## src/rtl/lsu_pkg.sv

```systemverilog
// Shared types for the load/store unit: FSM states, access-size encoding
// and the alignment rule used when a request is accepted.
package lsu_pkg;

  typedef enum logic [1:0] {
    IDLE  = 2'd0,
    READ  = 2'd1,
    WRITE = 2'd2,
    RESP  = 2'd3
  } lsu_state_e;

  localparam logic [1:0] SIZE_BYTE = 2'd0;
  localparam logic [1:0] SIZE_HALF = 2'd1;
  localparam logic [1:0] SIZE_WORD = 2'd2;

  // Halves need an even address, words (and the reserved size) a 4-byte one.
  function automatic logic is_misaligned(input logic [1:0] size, input logic [1:0] addr_lo);
    logic mis;
    mis = 1'b0;
    case (size)
      SIZE_BYTE: mis = 1'b0;
      SIZE_HALF: mis = addr_lo[0];
      default:   mis = (addr_lo != 2'b00);
    endcase
    return mis;
  endfunction

endpackage

```

## src/rtl/lsu_lane_align.sv

```systemverilog
// Little-endian byte-lane handling: extracts and extends load data from a
// memory word, and merges sub-word store data into a previously read word.
module lsu_lane_align
  import lsu_pkg::*;
(
  input  logic [1:0]  size_i,
  input  logic        unsigned_i,
  input  logic [1:0]  addr_lo_i,
  input  logic [31:0] rword_i,
  input  logic [31:0] wdata_i,
  output logic [31:0] load_data_o,
  output logic [31:0] merged_o
);

  logic [31:0] shifted_s;
  logic [7:0]  byte_s;
  logic [15:0] half_s;
  logic [3:0]  mask_s;
  logic [31:0] repl_s;

  // Select the addressed lanes and sign/zero-extend them to 32 bits.
  always_comb begin
    shifted_s = rword_i >> {addr_lo_i, 3'b000};
    byte_s    = shifted_s[7:0];
    half_s    = addr_lo_i[1] ? rword_i[31:16] : rword_i[15:0];
    case (size_i)
      SIZE_BYTE: load_data_o = unsigned_i ? {24'h000000, byte_s} : {{24{byte_s[7]}}, byte_s};
      SIZE_HALF: load_data_o = unsigned_i ? {16'h0000, half_s} : {{16{half_s[15]}}, half_s};
      default:   load_data_o = rword_i;
    endcase
  end

  // Overwrite only the addressed lanes of the read word with store data.
  always_comb begin
    case (size_i)
      SIZE_BYTE: begin
        mask_s = 4'b0001 << addr_lo_i;
        repl_s = {4{wdata_i[7:0]}};
      end
      SIZE_HALF: begin
        mask_s = addr_lo_i[1] ? 4'b1100 : 4'b0011;
        repl_s = {2{wdata_i[15:0]}};
      end
      default: begin
        mask_s = 4'b1111;
        repl_s = wdata_i;
      end
    endcase
    merged_o = rword_i;
    for (int i = 0; i < 4; i++) begin
      merged_o[8*i +: 8] = mask_s[i] ? repl_s[8*i +: 8] : rword_i[8*i +: 8];
    end
  end

endmodule

```

## src/rtl/load_store_unit.sv

```systemverilog
// Single-outstanding load/store unit. Loads and word stores make one memory
// access; byte/half stores do a read-modify-write; misaligned requests are
// answered with an error and never touch memory.
module load_store_unit
  import lsu_pkg::*;
(
  input  logic        clk,
  input  logic        reset,
  input  logic        req_valid,
  output logic        req_ready,
  input  logic        req_write,
  input  logic [1:0]  req_size,
  input  logic        req_unsigned,
  input  logic [31:0] req_addr,
  input  logic [31:0] req_wdata,
  output logic        resp_valid,
  output logic [31:0] resp_rdata,
  output logic        resp_error,
  output logic [31:0] mem_in_addr,
  output logic [31:0] mem_in_data,
  output logic        mem_in_valid,
  input  logic        mem_in_ready,
  output logic [31:0] mem_out_addr,
  output logic        mem_out_valid,
  input  logic        mem_out_ready,
  input  logic [31:0] mem_out_data
);

  lsu_state_e  state_q, state_d;
  logic        write_q, write_d;
  logic [1:0]  size_q, size_d;
  logic        uns_q, uns_d;
  logic [31:0] addr_q, addr_d;
  logic [31:0] wdata_q, wdata_d;
  logic        err_q, err_d;
  logic        pend_q, pend_d;
  logic [31:0] rdata_q, rdata_d;
  logic [31:0] mem_wdata_q, mem_wdata_d;
  logic [31:0] load_data_s;
  logic [31:0] merged_s;

  lsu_lane_align u_align (
    .size_i      (size_q),
    .unsigned_i  (uns_q),
    .addr_lo_i   (addr_q[1:0]),
    .rword_i     (mem_out_data),
    .wdata_i     (wdata_q),
    .load_data_o (load_data_s),
    .merged_o    (merged_s)
  );

  // Misaligned requests idle one cycle (pend_q) so every single-step outcome
  // shares the same two-cycle response latency; ready stays low meanwhile.
  assign req_ready     = (state_q == IDLE) && !pend_q && !reset;
  assign mem_out_valid = (state_q == READ);
  assign mem_in_valid  = (state_q == WRITE);
  assign resp_valid    = (state_q == RESP);
  assign resp_error    = (state_q == RESP) && err_q;
  assign resp_rdata    = rdata_q;
  assign mem_out_addr  = {addr_q[31:2], 2'b00};
  assign mem_in_addr   = {addr_q[31:2], 2'b00};
  assign mem_in_data   = mem_wdata_q;

  // Next-state and datapath-capture decisions for the request FSM.
  always_comb begin
    state_d     = state_q;
    write_d     = write_q;
    size_d      = size_q;
    uns_d       = uns_q;
    addr_d      = addr_q;
    wdata_d     = wdata_q;
    err_d       = err_q;
    pend_d      = pend_q;
    rdata_d     = rdata_q;
    mem_wdata_d = mem_wdata_q;
    case (state_q)
      IDLE: begin
        if (pend_q) begin
          pend_d  = 1'b0;
          state_d = RESP;
        end else if (req_valid) begin
          write_d = req_write;
          size_d  = req_size;
          uns_d   = req_unsigned;
          addr_d  = req_addr;
          wdata_d = req_wdata;
          rdata_d = 32'h0000_0000;
          err_d   = is_misaligned(req_size, req_addr[1:0]);
          if (is_misaligned(req_size, req_addr[1:0])) begin
            pend_d = 1'b1;
          end else if (req_write && (req_size != SIZE_BYTE) && (req_size != SIZE_HALF)) begin
            mem_wdata_d = req_wdata;
            state_d     = WRITE;
          end else begin
            state_d = READ;
          end
        end else begin
          state_d = IDLE;
        end
      end
      READ: begin
        if (mem_out_ready) begin
          if (write_q) begin
            mem_wdata_d = merged_s;
            state_d     = WRITE;
          end else begin
            rdata_d = load_data_s;
            state_d = RESP;
          end
        end else begin
          state_d = READ;
        end
      end
      WRITE: begin
        if (mem_in_ready) begin
          state_d = RESP;
        end else begin
          state_d = WRITE;
        end
      end
      RESP:    state_d = IDLE;
      default: state_d = IDLE;
    endcase
  end

  // State and captured-request registers with synchronous reset.
  always_ff @(posedge clk) begin
    if (reset) begin
      state_q     <= IDLE;
      write_q     <= 1'b0;
      size_q      <= 2'b00;
      uns_q       <= 1'b0;
      addr_q      <= 32'h0000_0000;
      wdata_q     <= 32'h0000_0000;
      err_q       <= 1'b0;
      pend_q      <= 1'b0;
      rdata_q     <= 32'h0000_0000;
      mem_wdata_q <= 32'h0000_0000;
    end else begin
      state_q     <= state_d;
      write_q     <= write_d;
      size_q      <= size_d;
      uns_q       <= uns_d;
      addr_q      <= addr_d;
      wdata_q     <= wdata_d;
      err_q       <= err_d;
      pend_q      <= pend_d;
      rdata_q     <= rdata_d;
      mem_wdata_q <= mem_wdata_d;
    end
  end

endmodule
```

## config.mk

```make
export PLATFORM = sky130hd
export DESIGN_NAME = load_store_unit
export DESIGN_NICKNAME = d
export VERILOG_FILES = /design/src/rtl/lsu_pkg.sv /design/src/rtl/lsu_lane_align.sv /design/src/rtl/load_store_unit.sv
export SDC_FILE = /design/constraint.sdc
export NUM_CORES = 1
export LEC_CHECK = 0
export CAP_MARGIN = 20
export CORE_MARGIN = 5
export CORE_UTILIZATION = 45
export DETAILED_ROUTE_END_ITERATION = 12
export GPL_TIMING_DRIVEN = 0
export PLACE_DENSITY_LB_ADDON = 0.2
export SLEW_MARGIN = 20
export SYNTH_ARGS = -nofsm -noshare
export SYNTH_HDL_FRONTEND = slang
export SYNTH_HIERARCHICAL = 1
export SYNTH_SLANG_ARGS = --single-unit
export TNS_END_PERCENT = 50
```

## constraint.sdc

```tcl
create_clock -name clk -period 2 [get_ports clk]
set_input_delay 0.3 -clock clk [delete_from_list [all_inputs] [get_ports clk]]
set_output_delay 0.3 -clock clk [all_outputs]
set_load 0.1 [all_outputs]
```

After elaboration in Yosys (flattened, before gate mapping). Cells that the tools add are included.

Register bits: 136. Word-level logic and storage cells: 81.

Equality and inequality tests: 14. Shifts and indexed selects: 2. Mux-type cells: 38. Bitwise operators: 1. Reductions and logical operators: 16.

Operators by type and width (count): $mux W32 (12); $pmux W32 S2 (4); $mux W8 (4); $shr A32 B5 Y8 (1); $mux W16 (1); $mux W2 (5); $mux W1 (8); $ne A2 B1 Y1 const B (4); $ne A2 B2 Y1 const B (4); $pmux W2 S4 (1); $pmux W4 S2 (1); $reduce_and A7 Y1 (1); $eq A2 B1 Y1 const B (3); $logic_not A2 Y1 (3); $reduce_bool A2 Y1 (3); $logic_and A1 B1 Y1 (5); $reduce_and A5 Y1 (1); $eq A2 B2 Y1 const B (2); $mux W4 (1); $ne A4 B4 Y1 const B (1); $shl A1 B2 Y4 const A (1); $reduce_and A3 Y1 (1); $logic_not A1 Y1 (2); $pmux W1 S2 (1); $not A1 Y1 (1).

Logic depth before layout (Yosys ltp).
Depth in word-level cells: 9. Depth in mapped cells: 7. Depth with buffers taken out: 5.

Cells and area by module. The synthesis kept the hierarchy.

Modules (own cells, without submodules): load_store_unit (times used 1, cells an instance 613, area each 5497.8 sq um, seq. area each 2722.6 sq um); lsu_lane_align (times used 1, cells an instance 197, area each 1614.0 sq um, seq. area each 0.0 sq um).

Worst setup path after synthesis. Ideal clock, no wire load.

Path kind: reg-to-output. From: reg state_q[0]. To: out req_ready. Data arrival time: 3.593 ns. Data required time: 1.700 ns. Slack: -1.893 ns. Stages on the path, launching flop included: 4. Path buffers: 2. Cells stage by stage: dfxtp_1 buf_2 buf_1 nor4_1.

Longest elaborated chain between the ends: 3.

RTL lines: from (decl) (line load_store_unit.sv:29) `lsu_state_e state_q, state_d;`; from (signal assigned) (line load_store_unit.sv:140) `state_q <= state_d;`; $logic_not A2 Y1 (line load_store_unit.sv:54) `assign req_ready = (state_q == IDLE) && !pend_q && !reset;`; $logic_and A1 B1 Y1 (2 in a row) (line load_store_unit.sv:54); to (decl) (line load_store_unit.sv:10) `output logic req_ready,`.

Every way passes these cells.

Worst setup path in the final report.
From: reg size_q[0]. To: reg mem_wdata_q[9] (netlist: mem_in_data[9]).

Longest elaborated chain between the ends: 6. Elaborated cells between the ends (all ways): 8. Those cells by class: 1 x eq/ne; 6 x mux; 1 x reduce/logical.

RTL lines: from (decl) (line load_store_unit.sv:31) `logic [1:0] size_q, size_d;`; from (signal assigned) (line load_store_unit.sv:142) `size_q <= size_d;`; $eq A2 B1 Y1 / $logic_not A2 Y1 (equally long branches) (line lsu_lane_align.sv:35) `case (size_i)`; $pmux W32 S2 / $pmux W4 S2 (equally long branches) (line lsu_lane_align.sv:35); $mux W8 (*) (line lsu_lane_align.sv:51) `merged_o[8*i +: 8] = mask_s[i] ? repl_s[8*i +: 8] : rword_i[8*i +: 8];`; named net merged_s[9] (line load_store_unit.sv:40) `logic [31:0] merged_s;`; $mux W32 (*) (line load_store_unit.sv:103) `if (write_q) begin`; $mux W32 (*) (line load_store_unit.sv:102) `if (mem_out_ready) begin`; $pmux W32 S2 (*) (line load_store_unit.sv:76) `case (state_q)`; to (signal assigned) (line load_store_unit.sv:149) `mem_wdata_q <= mem_wdata_d;`; to (decl) (line load_store_unit.sv:38) `logic [31:0] mem_wdata_q, mem_wdata_d;`.

The timed path passes the listed nets; every way through them passes the cells marked *. The select of a mux whose other input is x is not followed. A chain may end at the register's enable or synchronous reset.

==> flow_summary.toml <==
[status]
outcome = "completed"

[power_and_ir_drop]
swShare_pct = 41.4
clkPwrFrac_pct = 29.2
p_leak_nw = 4.30
power.net_switching_w = 0.00465
power_frac_seq_pct = 28.6
vdd_ir_drop_max_mv = 0.746
pwr-share-comb_pct = 42.2
p_per_area_nw_per_um2 = 1070
p_int_w = 0.00657

[placed_design]
port_buffers = 232
gp_congestion = 0.933
dpl.cell_count = 1261
dp_hpwl_um = 17900
pre_cts_ws_ns = -0.848

[yosys]
ys.warnings.count = 6
synth.distinct_cells = 53
synth.area.top_cells = "dfxtp_1, nand2_1, buf_4"
async_reset_ff_share_pct = 0
syn_area_um2 = 7110
ys_seq_elements = 136
synth_edf_count = 0
synth_top_area_share_pct = 38.3
synth_largest_area_cell = "dfxtp_1"
ys.flop_type = "dfxtp_1"
yosysSeqAreaShare_pct = 38.3
syn_inst = 810
synth.avg_cell_area_um2 = 8.78

[clocking]
clock-sinks = 136
h-tree-depth = 4
clkLatencyLatePin_ns = 0.42
cts_tree = "yes"
cts_buffers = 17
hold_buffers = 0
cts.clk_slew.worst_paths_ns = 0.06
clockRootBuffer = "clkbuf_16"
cts.path.max_buffers = 2

[setup_path]
cp_max_fo = 10
cpPeakStageDelay_ns = 0.39
r2r_cells = 6
worst_ep_required_time_ns = 2.28
r2r-end = "mem_in_data[9]$_SDFFE_PP0P_"
r2r_slack_ns = 0.03
cp_num_buf_inv = 1
crit_chain = "buf_6 > nor2_2 > mux2_2 > mux2_4 > mux2i_2 > a211oi_2"
critPathSlowestCell = "mux2_2"
start_kind = "register"
setup.worst_path.end_class = "register"
cpLargestDelayFamily = "multiplexers"
reg2reg_from = "size_q[0]$_SDFFE_PP0P_"
cp.arrival_ns = 2.24
path_class = "reg2reg"

[hold_path]
worstHoldEndpoint = "addr_q[26]$_SDFFE_PP0P_"
min-delay-start = "req_addr[26]"
whs_path_depth = 3
hp-class = "in2reg"

[timing]
clock_skew_ns = 0.00701
hold_violations = 0
timing.hold.ws_ns = 0.424
max_freq_mhz = 509
finalCritPeriodShare_pct = 98.3
finalWorstPathRequiredPeriod_ns = 1.97
rsz0062_at_grt = "true"
slew-limit-headroom_pct = 32.9
timing.final.ws_setup_ns = 0.0343
tightest_slew_ns = 1.01
finalSetupViolations = 0
slew_viol_final = 0

[die]
dieHeight_um = 136
die_w_um = 136
rows = 46
fp.dieArea_um2 = 18400
initial_utilization_pct = 45.3
core_um2 = 15700
io_pins = 238

[finish]
fin_cells = 1295
syn_to_final_growth_pct = 47.3
nets = 1171
drive_above_1_share_pct = 25.3
diodes = 0
layout_commonest_cell = "nand2_1"
final_cell_mix = "nand2_1, dfxtp_1, clkdlybuf4s50_1"

[flow_run]
cap_violations = 0

[routing]
avgRoutedWirePerCell_um = 17.9
drt-pass1-iter-count = 5
vias_per_cell = 5.22
drt_iter0_drc = 420
drc = 0
wl_um = 23200
vias = 6757
antenna_left = 0

[grt]
grt_overflow = 0
grt_pass1_wl_um = 35600
antenna_found_initial = 0
track_usage_pct = 24.8
grt_max_degree = 17
grt_pass1_vias = 6624
==> flip-flops by register name, indices dropped and copies added, names as in the netlist <==
name and cells:
pend_q 1, addr_q 32, uns_q 1, state_q 2, wdata_q 32, err_q 1, size_q 2, resp_rdata 32
write_q 1, mem_in_data 32
==> worst register-to-register path, delay by kind of cell (launching register included) <==
family	cells	cell delay, ns
AOI/OAI and AO/OA	1	0.11
buffers and inverters	1	0.15
DFF	1	0.32
muxes	3	0.90
and+or+nand+nor	1	0.34
==> worst max path at each step <==
stage                            start                      endpoint  cells past startpoint
5_1_grt                      req_valid   resp_rdata[10]$_SDFFE_PP0P_                      6
3_3_place_gp   state_q[0]$_SDFFE_PP0P_                 mem_out_valid                      4
6_report        size_q[0]$_SDFFE_PP0P_   mem_in_data[9]$_SDFFE_PP0P_                      6
3_5_place_dp   state_q[0]$_SDFFE_PP0P_                 mem_out_valid                      4
4_1_cts        state_q[1]$_SDFFE_PP0P_  mem_in_data[26]$_SDFFE_PP0P_                      6
2_1_floorplan  state_q[0]$_SDFFE_PP0P_                 mem_out_valid                      3
==> power groups by stage <==
| stage | sequential [W] | combinational, W | clock, W |
|---|---|---|---|
| finish | 0.00320 | 0.00473 | 0.00328 |
| global placement | 0.00324 | 0.00471 | 0 |
| floorplan | 0.00401 | 0.00279 | 0 |
| CTS | 0.00320 | 0.00466 | 0.00333 |
| detailed placement | 0.00325 | 0.00475 | 0 |
| global route | 0.00324 | 0.00496 | 0.00348 |
==> through the flow <==
stage / setup TNS, ns / util (%) / power (W) / area (µm²)
floorplan: -0.356 / - / 0.00680 / 7140
global placement: -45.72 / 62.0 / 0.00796 / 9740
detailed placement: -49.23 / 62.0 / 0.00800 / 9740
CTS: -1.47 / 66.0 / 0.0112 / 10400
global route: -0.298 / 66.7 / 0.0117 / 10500
finish: 0 / 66.7 / 0.0112 / 10500
==> logic make-up after synthesis <==
family                 after synthesis  share of synthesized area (%)
buffers and inverters              132                           11.3
muxes                               99                           15.3
AOI/OAI and AO/OA                  197                           20.1
and+or+nand+nor                    245                           15.0
DFF                                136                           38.3
other                                1                         0.0527
==> synth_stat cells, types with 2 or more instances <==
| cell | n |
|---|---|
| nand2_1 | 154 |
| dfxtp_1 | 136 |
| a21oi_1 | 72 |
| buf_4 | 70 |
| mux2i_1 | 48 |
| nor2_1 | 45 |
| mux2_2 | 42 |
| clkbuf_1 | 41 |
| a22o_1 | 32 |
| a211oi_1 | 23 |
| nor2b_1 | 21 |
| o22ai_1 | 17 |
| buf_2 | 13 |
| a211oi_2 | 10 |
| o21ai_0 | 10 |
| mux2_4 | 9 |
| a22oi_1 | 8 |
| a221o_1 | 7 |
| o221ai_1 | 7 |
| buf_6 | 4 |
| inv_1 | 3 |
| nor3_1 | 3 |
| and2_1 | 2 |
| and3_1 | 2 |
| o21bai_2 | 2 |
| or3b_2 | 2 |
==> per-layer routing <==
layer	GRT usage, %	vias to the layer above	wire length [µm]
met4	8.57	0	503
met3	6.32	40	1770
met5	0	-	0
li1	-	3284	-
met2	40.2	260	11100
met1	32.3	3173	9750
==> layout make-up <==
class                   instances  area, µm²
multi-input cells             545       3650
well taps                     216        270
clock buffers                  23        488
repair buffers                234       2350
inverters                       3       11.3
clock inverters                 9        139
plain buffers                 129        836
fillers                      1352       5240
flip-flops and latches        136       2730
==> what timing repair did <==
action / 4_1_cts / 5_1_grt
resized for setup: 282 / 28
setup buffers: 0 / 2
endpoints found under the setup margin: 209 / 90
pin swaps: 1 / 2
(Power assumes the default switching activity.)
